<file path="src/rtl/counter_timer_arbiter.sv">
// Round-robin arbiter sharing one up-counter timer; the winner gets a done pulse after len+1 RUN cycles.
// Latency: grant one edge after req; done after edge k+tc+1. A losing req is held off until the FSM returns to IDLE.
module counter_timer_arbiter #(
    parameter int WIDTH = 3
) (
    input  logic             clk,
    input  logic             clrbar,
    input  logic             req0,
    input  logic [WIDTH-1:0] len0,
    input  logic             req1,
    input  logic [WIDTH-1:0] len1,
    output logic             gnt0,
    output logic             gnt1,
    output logic             done0,
    output logic             done1,
    output logic             busy,
    output logic [WIDTH-1:0] cnt_q
);

    typedef enum logic [1:0] {
        IDLE = 2'd0,
        RUN  = 2'd1,
        DONE = 2'd2
    } state_t;

    state_t           state_q;
    logic [WIDTH-1:0] tc_q;
    logic             last_q;
    logic             gnt0_q;
    logic             gnt1_q;
    logic             done0_q;
    logic             done1_q;
    logic             busy_q;

    logic             pick1_d;
    logic             own_req_d;

    // last_q doubles as the current owner while not IDLE
    always_comb begin
        pick1_d   = req1 & (~req0 | ~last_q);
        own_req_d = last_q ? req1 : req0;
    end

    always_ff @(posedge clk or negedge clrbar) begin
        if (!clrbar) begin
            state_q <= IDLE;
            cnt_q   <= '0;
            tc_q    <= '0;
            last_q  <= 1'b1;
            gnt0_q  <= 1'b0;
            gnt1_q  <= 1'b0;
            done0_q <= 1'b0;
            done1_q <= 1'b0;
            busy_q  <= 1'b0;
        end else begin
            case (state_q)
                IDLE: begin
                    if (req0 | req1) begin
                        state_q <= RUN;
                        last_q  <= pick1_d;
                        tc_q    <= pick1_d ? len1 : len0;
                        cnt_q   <= '0;
                        gnt0_q  <= ~pick1_d;
                        gnt1_q  <= pick1_d;
                        busy_q  <= 1'b1;
                    end
                end
                RUN: begin
                    // an abort wins over a simultaneous terminal count
                    if (!own_req_d) begin
                        state_q <= IDLE;
                        cnt_q   <= '0;
                        gnt0_q  <= 1'b0;
                        gnt1_q  <= 1'b0;
                        busy_q  <= 1'b0;
                    end else if (cnt_q == tc_q) begin
                        state_q <= DONE;
                        done0_q <= ~last_q;
                        done1_q <= last_q;
                    end else begin
                        cnt_q <= cnt_q + WIDTH'(1);
                    end
                end
                DONE: begin
                    state_q <= IDLE;
                    cnt_q   <= '0;
                    gnt0_q  <= 1'b0;
                    gnt1_q  <= 1'b0;
                    done0_q <= 1'b0;
                    done1_q <= 1'b0;
                    busy_q  <= 1'b0;
                end
                default: begin
                    state_q <= IDLE;
                    cnt_q   <= '0;
                    gnt0_q  <= 1'b0;
                    gnt1_q  <= 1'b0;
                    done0_q <= 1'b0;
                    done1_q <= 1'b0;
                    busy_q  <= 1'b0;
                end
            endcase
        end
    end

    assign gnt0  = gnt0_q;
    assign gnt1  = gnt1_q;
    assign done0 = done0_q;
    assign done1 = done1_q;
    assign busy  = busy_q;

endmodule

</file>
<file path="config.mk">
export PLATFORM = sky130hd
export DESIGN_NAME = counter_timer_arbiter
export DESIGN_NICKNAME = d
export VERILOG_FILES = /design/src/rtl/counter_timer_arbiter.sv
export SDC_FILE = /design/constraint.sdc
export NUM_CORES = 1
export LEC_CHECK = 0
export ABC_AREA = 1
export ABC_CLOCK_PERIOD_IN_PS = 2100
export BUFFER_PORTS_ARGS = -buffer_cell sky130_fd_sc_hd__buf_2
export CAP_MARGIN = 20
export CORE_MARGIN = 5
export CORE_UTILIZATION = 54
export DETAILED_ROUTE_END_ITERATION = 8
export GPL_TIMING_DRIVEN = 0
export PLACE_DENSITY = 0.8
export SYNTH_ARGS = -nofsm -noshare
export SYNTH_HDL_FRONTEND = slang
export SYNTH_SLANG_ARGS = --single-unit
</file>
<file path="constraint.sdc">
create_clock -name clk -period 2.1 [get_ports clk]
set_input_delay 0.105 -clock clk [delete_from_list [all_inputs] [get_ports clk]]
set_output_delay 0.105 -clock clk [all_outputs]
set_load 0.02 [all_outputs]
</file>
**Word level (Yosys, flattened, before mapping)**

Index checks and enable logic that the tools add are counted.

- Eq/ne operators: 8
- $mul: 0
- $lt $le $gt $ge: 0
- $add $sub $neg: 1
- Shifts and indexed selects: 0
- Reduce and logical (&&, ||, !) cells: 6
- Div/mod/pow operators: 0
- Bitwise logic cells: 7
- Muxes and demuxes: 23

Operators with widths:

| operator | number |
|---|---|
| 3-bit 2-to-1 mux | 4 |
| 1-bit one-hot mux with 2 select lines | 5 |
| 1-bit 2-to-1 mux | 9 |
| 2-bit != test (second input constant) | 4 |
| 2-bit AND reduction | 4 |
| 2-bit 2-to-1 mux | 3 |
| 3-bit != test (second input constant) | 2 |
| 3-bit one-hot mux with 2 select lines | 1 |
| 1-bit NOT | 4 |
| 2-bit one-hot mux with 2 select lines | 1 |
| 3-bit by 1-bit adder with 3-bit output (second input constant) | 1 |
| 3-bit equality test | 1 |
| 3-bit AND reduction | 1 |
| 2-bit by 1-bit equality test with 1-bit output (second input constant) | 1 |
| 2-bit logical NOT | 1 |
| 1-bit bitwise OR | 2 |
| 1-bit AND | 1 |

- Register bits: 14
- ROM bits: 0
- Input port bits: 10
- Logic and storage cells: 54
- Memories kept: 0
- Bits in writable memories: 0
- Latch bits: 0

**Depth between registers and ports, before layout**

Gate-level depths: netlist (run 1).

- Word-level depth: 6
- Depth in mapped cells: 8
- Gate-level depth less buffers: 8

**Worst setup path after synthesis (run 1)**

No wires, ideal clock.

- Path kind: register -> register
- From: reg last_q
- To: reg cnt_q[0]
- Stages on the path, launching flop included: 6
- Arrival: 1.029 ns
- Period minus slack after synthesis: 1.148 ns
- Required time: 1.981 ns
- Setup time: 0.119 ns
- Path slack: 0.952 ns
- Path through: dfstp_2 > nand2_1 > a21oi_2 > nand3_2 > nand3_1 > nand2_1

- Longest elaborated chain between the ends: 3

Ends and longest elaborated chain:

| element | line | RTL |
|---|---|---|
| start: declaration | 28 | `logic last_q;` |
| start signal: assignment | 60 | `last_q <= pick1_d;` |
| 1-bit 2-to-1 mux * | 41 | `own_req_d = last_q ? req1 : req0;` |
| 3-bit 2-to-1 mux / 3-bit != test (equally long branches) | -- |  |
| 3-bit one-hot mux with 2 select lines / 2-bit AND reduction (equally long branches) | -- |  |
| end signal: assignment | 81 | `cnt_q <= cnt_q + WIDTH'(1);` |
| end: declaration | 17 | `output logic [WIDTH-1:0] cnt_q` |

Every way passes the cells marked *; elsewhere a longest branch is shown, timed or not.
A chain may end at the register's enable or synchronous reset.

**Final worst setup path (run 1)**

- From: reg last_q
- To: reg done0_q, in the netlist done0

- Longest elaborated chain between the ends: 4

Ends and longest elaborated chain:

| element | line | RTL |
|---|---|---|
| 1-bit NOT | 78 | `done0_q <= ~last_q;` |
| 1-bit 2-to-1 mux | 76 | `end else if (cnt_q == tc_q) begin` |
| 1-bit 2-to-1 mux | 70 | `if (!own_req_d) begin` |
| 1-bit one-hot mux with 2 select lines | 56 | `case (state_q)` |
| end signal: assignment | 78 |  |
| end: declaration | 31 | `logic done0_q;` |

Parallel ways exist; a longest one is shown, timed or not. The select of a mux whose other input is x is not followed.

==> results of run 1 <==
==> routing by layer <==
metal | routed length, um | vias to the layer above
li1 | - | 350
met1 | 744 | 338
met2 | 943 | 17
met3 | 63 | 5
met4 | 29 | 0
met5 | 0 | -
==> power by group through the flow <==
stage,clock network [mW],registers (mW),logic [mW]
floorplan,0,0.520,0.367
global placement,0,0.461,0.569
detailed placement,0,0.465,0.599
CTS,0.199,0.461,0.605
global route,0.211,0.478,0.678
finish,0.199,0.464,0.602
==> stage by stage <==
stage / std cells / instance area [um2] / hold slack (ns) / power [mW]
finish: 134 / 888 / 0.0879 / 1.26
global route: 134 / 888 / 0.102 / 1.37
CTS: 134 / 888 / 0.0945 / 1.27
detailed placement: 129 / 842 / 0.0226 / 1.06
global placement: 129 / 842 / 0.0112 / 1.03
floorplan: 97 / 738 / -0.191 / 0.887
==> synthesized netlist by cell type <==
cell      instances  area [um2]
dfrtp_1          13         325
nand4_1           2        12.5
nand3_2           1        10.0
inv_1            11        41.3
a21oi_2           2        17.5
o21ai_0           2        10.0
xor2_1            1        8.76
clkinv_2          1        5.00
nand2_1          31         116
nand2_4           1        11.3
o21ai_1           5        25.0
o21a_1            1        7.51
o22ai_1           3        18.8
nor2_1            8        30.0
ha_1              1        12.5
inv_2             4        15.0
nand3_1           9        45.0
dfstp_2           1        26.3
==> tightest hold or removal path, cell delays in order <==
cell	delay, ns
buf_2	0.08
nor2_1	0.03
o22ai_1	0.11
==> flip-flops by register name, summed over array words and instances, names as in the netlist <==
register / cells
gnt0: 1
done0: 1
state_q: 2
done1: 1
busy: 1
last_q: 1
tc_q: 3
cnt_q: 3
gnt1: 1
==> kinds of logic after synthesis <==
| family | synth area share |
|---|---|
| flip-flops | 0.476 |
| buffers and inverters | 0.0830 |
| AND/OR/NAND/NOR | 0.305 |
| adder cells (fa/ha/maj) | 0.0169 |
| AO/OA/AOI/OAI | 0.107 |
| XOR/XNOR | 0.0119 |
==> worst min path at each step <==
stage          endpoint  startpoint
2_1_floorplan      busy      clrbar
3_3_place_gp    tc_q[2]      clrbar
3_5_place_dp       gnt0      clrbar
4_1_cts         tc_q[1]     len1[1]
5_1_grt         tc_q[1]     len1[1]
6_report        tc_q[0]     len1[0]
==> cell type report <==
| cell class | instances | area, um2 | area share |
|---|---|---|---|
| Inverter | 16 | 61.3 | 0.0690 |
| Sequential cell | 14 | 352 | 0.396 |
| Tap cell | 15 | 18.8 | 0.0211 |
| Clock buffer | 4 | 36.3 | 0.0408 |
| Multi-Input combinational cell | 67 | 325 | 0.366 |
| Timing Repair Buffer | 18 | 95.1 | 0.107 |
==> impl_metrics.json, run 1 <==
{
  "comb_power_share": 0.476,
  "die_w_um": 47.0,
  "grt_pass1_vias": 706,
  "syn2layout_area_growth_pct": 20.3,
  "min_period_ns": 1.27,
  "worstRegToRegCells": 6,
  "irDropWorstVdd_mv": 0.806,
  "grt_pass1_wl_um": 2990,
  "wl_per_cell_um": 13.3,
  "seqPwrFrac": 0.367,
  "cp.depth": 6,
  "finClkSkew_ns": 0.00187,
  "hold_viol_final": 0,
  "startpoint_type": "register",
  "start_util": 0.567,
  "antenna_left": 0,
  "synth.yosys.warnings": 0,
  "rr_startpoint": "last_q",
  "required_ns": 2.33,
  "setup_ws_ns": 0.833,
  "finalSetupTns_ns": 0,
  "hold-path-cell-count": 3,
  "path_clk_slew_ns": 0.09,
  "cts_tree": "done",
  "dieArea_mm2": 0.00221,
  "grt_use_total": 0.196,
  "path_buf_inv": 1,
  "crit_path_end_kind": "register",
  "cts_root_buf": "clkbuf_4",
  "slowest_stage": "dfstp_2",
  "place_ws_ns": 0.868,
  "syn_inst": 97,
  "syn_nets": 108,
  "worst-slew-pin-transition_ns": 0.335,
  "io_pins": 18,
  "p_leak_nw": 0.510,
  "grt-busiest-layer": "met2",
  "final_util": 0.683,
  "cts_max_path_buffers": 2,
  "setup_violations": 0,
  "num_antenna_cells": 0,
  "ctsResizeCount": 0,
  "clock_sinks": 14,
  "slowest_delay_ns": 0.59,
  "grt_max_degree": 15,
  "path_cells": "nand2_1 -> a21oi_2 -> nand3_2 -> clkinv_2 -> nand2_1 -> nand2_1",
  "numCtsBuffers": 3,
  "cts_setup_buffers": 0,
  "cts_hold_buf": 1,
  "postRouteWirelength_um": 1780,
  "post-route-period-util": 0.603,
  "first_pass_iters": 4,
  "min_path_type": "in2reg",
  "drt-initial-drc-count": 15,
  "p_switching_uw": 581,
  "synth_cell_type_count": 18,
  "rsz0062_at_grt": "false",
  "critical_path.top_delay_family": "flip-flops",
  "ff2ff_setup_slack_ns": 0.83,
  "final_max_slew_viol_count": 0,
  "grt_overflow": 0,
  "worstSetupPathType": "reg2reg",
  "drive_above_1_share": 0.261,
  "clkLatencyLatePin_ns": 0.28,
  "r2r-end": "done0",
  "die_h_um": 47.0,
  "cp_max_fo": 5,
  "htree_levels": 1,
  "mostFrequentLayoutCell": "nand2_1",
  "slew_headroom": 0.777,
  "cp_common_cell": "nand2_1",
  "crit_end": "done0",
  "via_per_inst": 5.30,
  "antenna_found_initial": 0,
  "num_vias": 710,
  "status": "finished clean",
  "cp_data_arrival_time_ns": 1.50,
  "grt_use_met2": 0.355,
  "gp_congestion": 0.782,
  "power_density_mw_per_mm2": 1420,
  "fill_cells": 121,
  "dp_hpwl_um": 1340,
  "share_clk_of_total_power": 0.157,
  "fin_nets": 131,
  "syn_area_per_cell_um2": 7.61,
  "final_cell_mix": "nand2_1 (31), buf_2 (17), dfrtp_1 (13)",
  "p_sw_frac": 0.460,
  "cap_violations": 0,
  "drc_errors": 0,
  "p_int_uw": 683,
  "groute.layer.met3.usage": 0.0345,
  "synth_seq_cells": 14,
  "grt_util_met1": 0.232,
  "core-area_mm2": 0.00130,
  "max_freq_mhz": 789,
  "row_count": 13,
  "ys_seq_area_frac": 0.476,
  "io_buffers": 17,
  "syn_area_um2": 738,
  "crit_start": "last_q"
}
(Power assumes the default switching activity.)
==> run 2, diff against run 1 <==
--- a/config.mk
+++ b/config.mk
@@ -6,14 +6,14 @@
 export NUM_CORES = 1
 export LEC_CHECK = 0
 export ABC_AREA = 1
-export ABC_CLOCK_PERIOD_IN_PS = 2100
+export ABC_CLOCK_PERIOD_IN_PS = 1270
 export BUFFER_PORTS_ARGS = -buffer_cell sky130_fd_sc_hd__buf_2
 export CAP_MARGIN = 20
 export CORE_MARGIN = 5
-export CORE_UTILIZATION = 54
+export CORE_UTILIZATION = 50
 export DETAILED_ROUTE_END_ITERATION = 8
 export GPL_TIMING_DRIVEN = 0
-export PLACE_DENSITY = 0.8
+export PLACE_DENSITY = 0.74
 export SYNTH_ARGS = -nofsm -noshare
 export SYNTH_HDL_FRONTEND = slang
 export SYNTH_SLANG_ARGS = --single-unit
==> constraint.sdc (replaced) <==
create_clock -name clk -period 1.27 [get_ports clk]
set_input_delay 0.0635 -clock clk [delete_from_list [all_inputs] [get_ports clk]]
set_output_delay 0.0635 -clock clk [all_outputs]
set_load 0.02 [all_outputs]
==> impl_metrics.json, run 2 (synthesized netlist as in run 1, its figures left out) <==
{
  "status": "finished clean",
  "mostFrequentLayoutCell": "nand2_1",
  "p_int_mw": 1.13,
  "die_h_um": 48.4,
  "io_pins": 18,
  "final_max_slew_viol_count": 0,
  "clkLatencyLatePin_ns": 0.27,
  "antenna_left": 0,
  "required_ns": 1.43,
  "comb_power_share": 0.509,
  "path_clk_slew_ns": 0.08,
  "grt_pass1_vias": 675,
  "share_clk_of_total_power": 0.122,
  "grt_pass1_wl_um": 2840,
  "multi_input_area_um2": 354,
  "placed_area_um2": 842,
  "dp_cells": 129,
  "drive_above_1_share": 0.339,
  "hold_viol_final": 0,
  "startpoint_type": "register",
  "antenna_found_initial": 0,
  "core-area_mm2": 0.00135,
  "worst-slew-pin-transition_ns": 0.315,
  "setup_ws_ns": 0.0648,
  "p_switching_uw": 962,
  "cts_tree": "done",
  "drt-initial-drc-count": 8,
  "dp_hpwl_um": 1210,
  "fill_cells": 117,
  "via_per_inst": 5.25,
  "grt_use_total": 0.147,
  "clock_sinks": 14,
  "power_density_mw_per_mm2": 2270,
  "cp_max_fo": 6,
  "min_period_ns": 1.21,
  "setup_violations": 0,
  "io_buffers": 17,
  "cts_root_buf": "clkbuf_4",
  "fin_nets": 133,
  "htree_levels": 1,
  "slew_headroom": 0.790,
  "final-instance-count-excl-fill": 136,
  "finalSetupTns_ns": 0,
  "place_ws_ns": 0.0521,
  "p_leak_nw": 0.516,
  "min_path_type": "in2reg",
  "die_w_um": 48.4,
  "power.total_mw": 2.09,
  "seqPwrFrac": 0.369,
  "final_cell_mix": "nand2_1 (28), buf_2 (17), inv_1 (11), dfrtp_1 (11)",
  "first_pass_iters": 4,
  "num_vias": 714,
  "numCtsBuffers": 3,
  "largest_registers": "cnt_q (3), tc_q (3), state_q (2)",
  "row_count": 13,
  "seq_area_um2": 354,
  "start_util": 0.547,
  "grt_max_degree": 15,
  "drc_errors": 0,
  "cts_max_path_buffers": 2,
  "postRouteWirelength_um": 1660,
  "final_util": 0.685,
  "crit_path_end_kind": "register",
  "syn2layout_area_growth_pct": 25.3,
  "wl_per_cell_um": 12.2,
  "hold_ws_ns": 0.0521,
  "max_freq_mhz": 830,
  "grt_overflow": 0,
  "finClkSkew_ns": 0.00546,
  "irDropWorstVdd_mv": 1.13,
  "worstSetupPathType": "reg2reg",
  "cp_data_arrival_time_ns": 1.37,
  "p_sw_frac": 0.459,
  "cap_violations": 0,
  "dieArea_mm2": 0.00234,
  "num_antenna_cells": 0,
  "post-route-period-util": 0.949,
  "gp_congestion": 0.814,
  "design_area_um2": 925
}
-- run 2: cell count changes in the layout (fill, tap and decap cells not counted), sizes merged --
| cell | before | now |
|---|---|---|
| buf | 17 | 19 |
-- run 2: power groups by stage --
stage	combinational [mW]	sequential (mW)	clock, mW
final	1.07	0.773	0.256
after global routing	1.19	0.800	0.300
after detailed placement	0.952	0.774	0
after global placement	0.940	0.762	0
after CTS	0.960	0.766	0.269
after floorplan	0.607	0.860	0
-- run 2: timing repair --
item,CTS,global route
setup endpoints to repair,0,10
hold buffers,1,0
resized for setup,0,10
buffers inserted,0,2
hold endpoints to repair,14,0
-- run 2: routing by layer --
layer / vias up / GRT usage / share of wire
met5: - / 0 / 0
met4: 0 / 0.0553 / 0.017
met3: 4 / 0.0306 / 0.034
met2: 14 / 0.235 / 0.50
met1: 339 / 0.192 / 0.45
li1: 357 / - / -
-- run 2: worst max-delay path, cell delays in order, from the launching register on --
cell and delay, ns:
dfstp_2 0.60, inv_2 0.07, nand2_2 0.09, a21oi_4 0.07
inv_2 0.07, nand2_4 0.07, nand3_1 0.08, nand2_1 0.05
-- run 2: worst paths after layout --
check,to,startpoint,depth (start not counted),slack [ns]
setup reg to reg,cnt_q[2],last_q,7,0.06
hold / removal,tc_q[2],len1[2],3,0.05
setup / recovery,cnt_q[2],last_q,7,0.06
hold reg to reg,gnt1,gnt1,2,0.47
min in group asynchronous,cnt_q[1],clrbar,2,0.21
max in group asynchronous,last_q,clrbar,2,0.77
-- run 2: layout make-up --
| class | instances | area share |
|---|---|---|
| timing repair buffer | 20 | 0.119 |
| sequential | 14 | 0.383 |
| multi-input combinational | 67 | 0.383 |
| tap | 15 | 0.0203 |
| inverter | 16 | 0.0663 |
| clock buffer | 4 | 0.0284 |
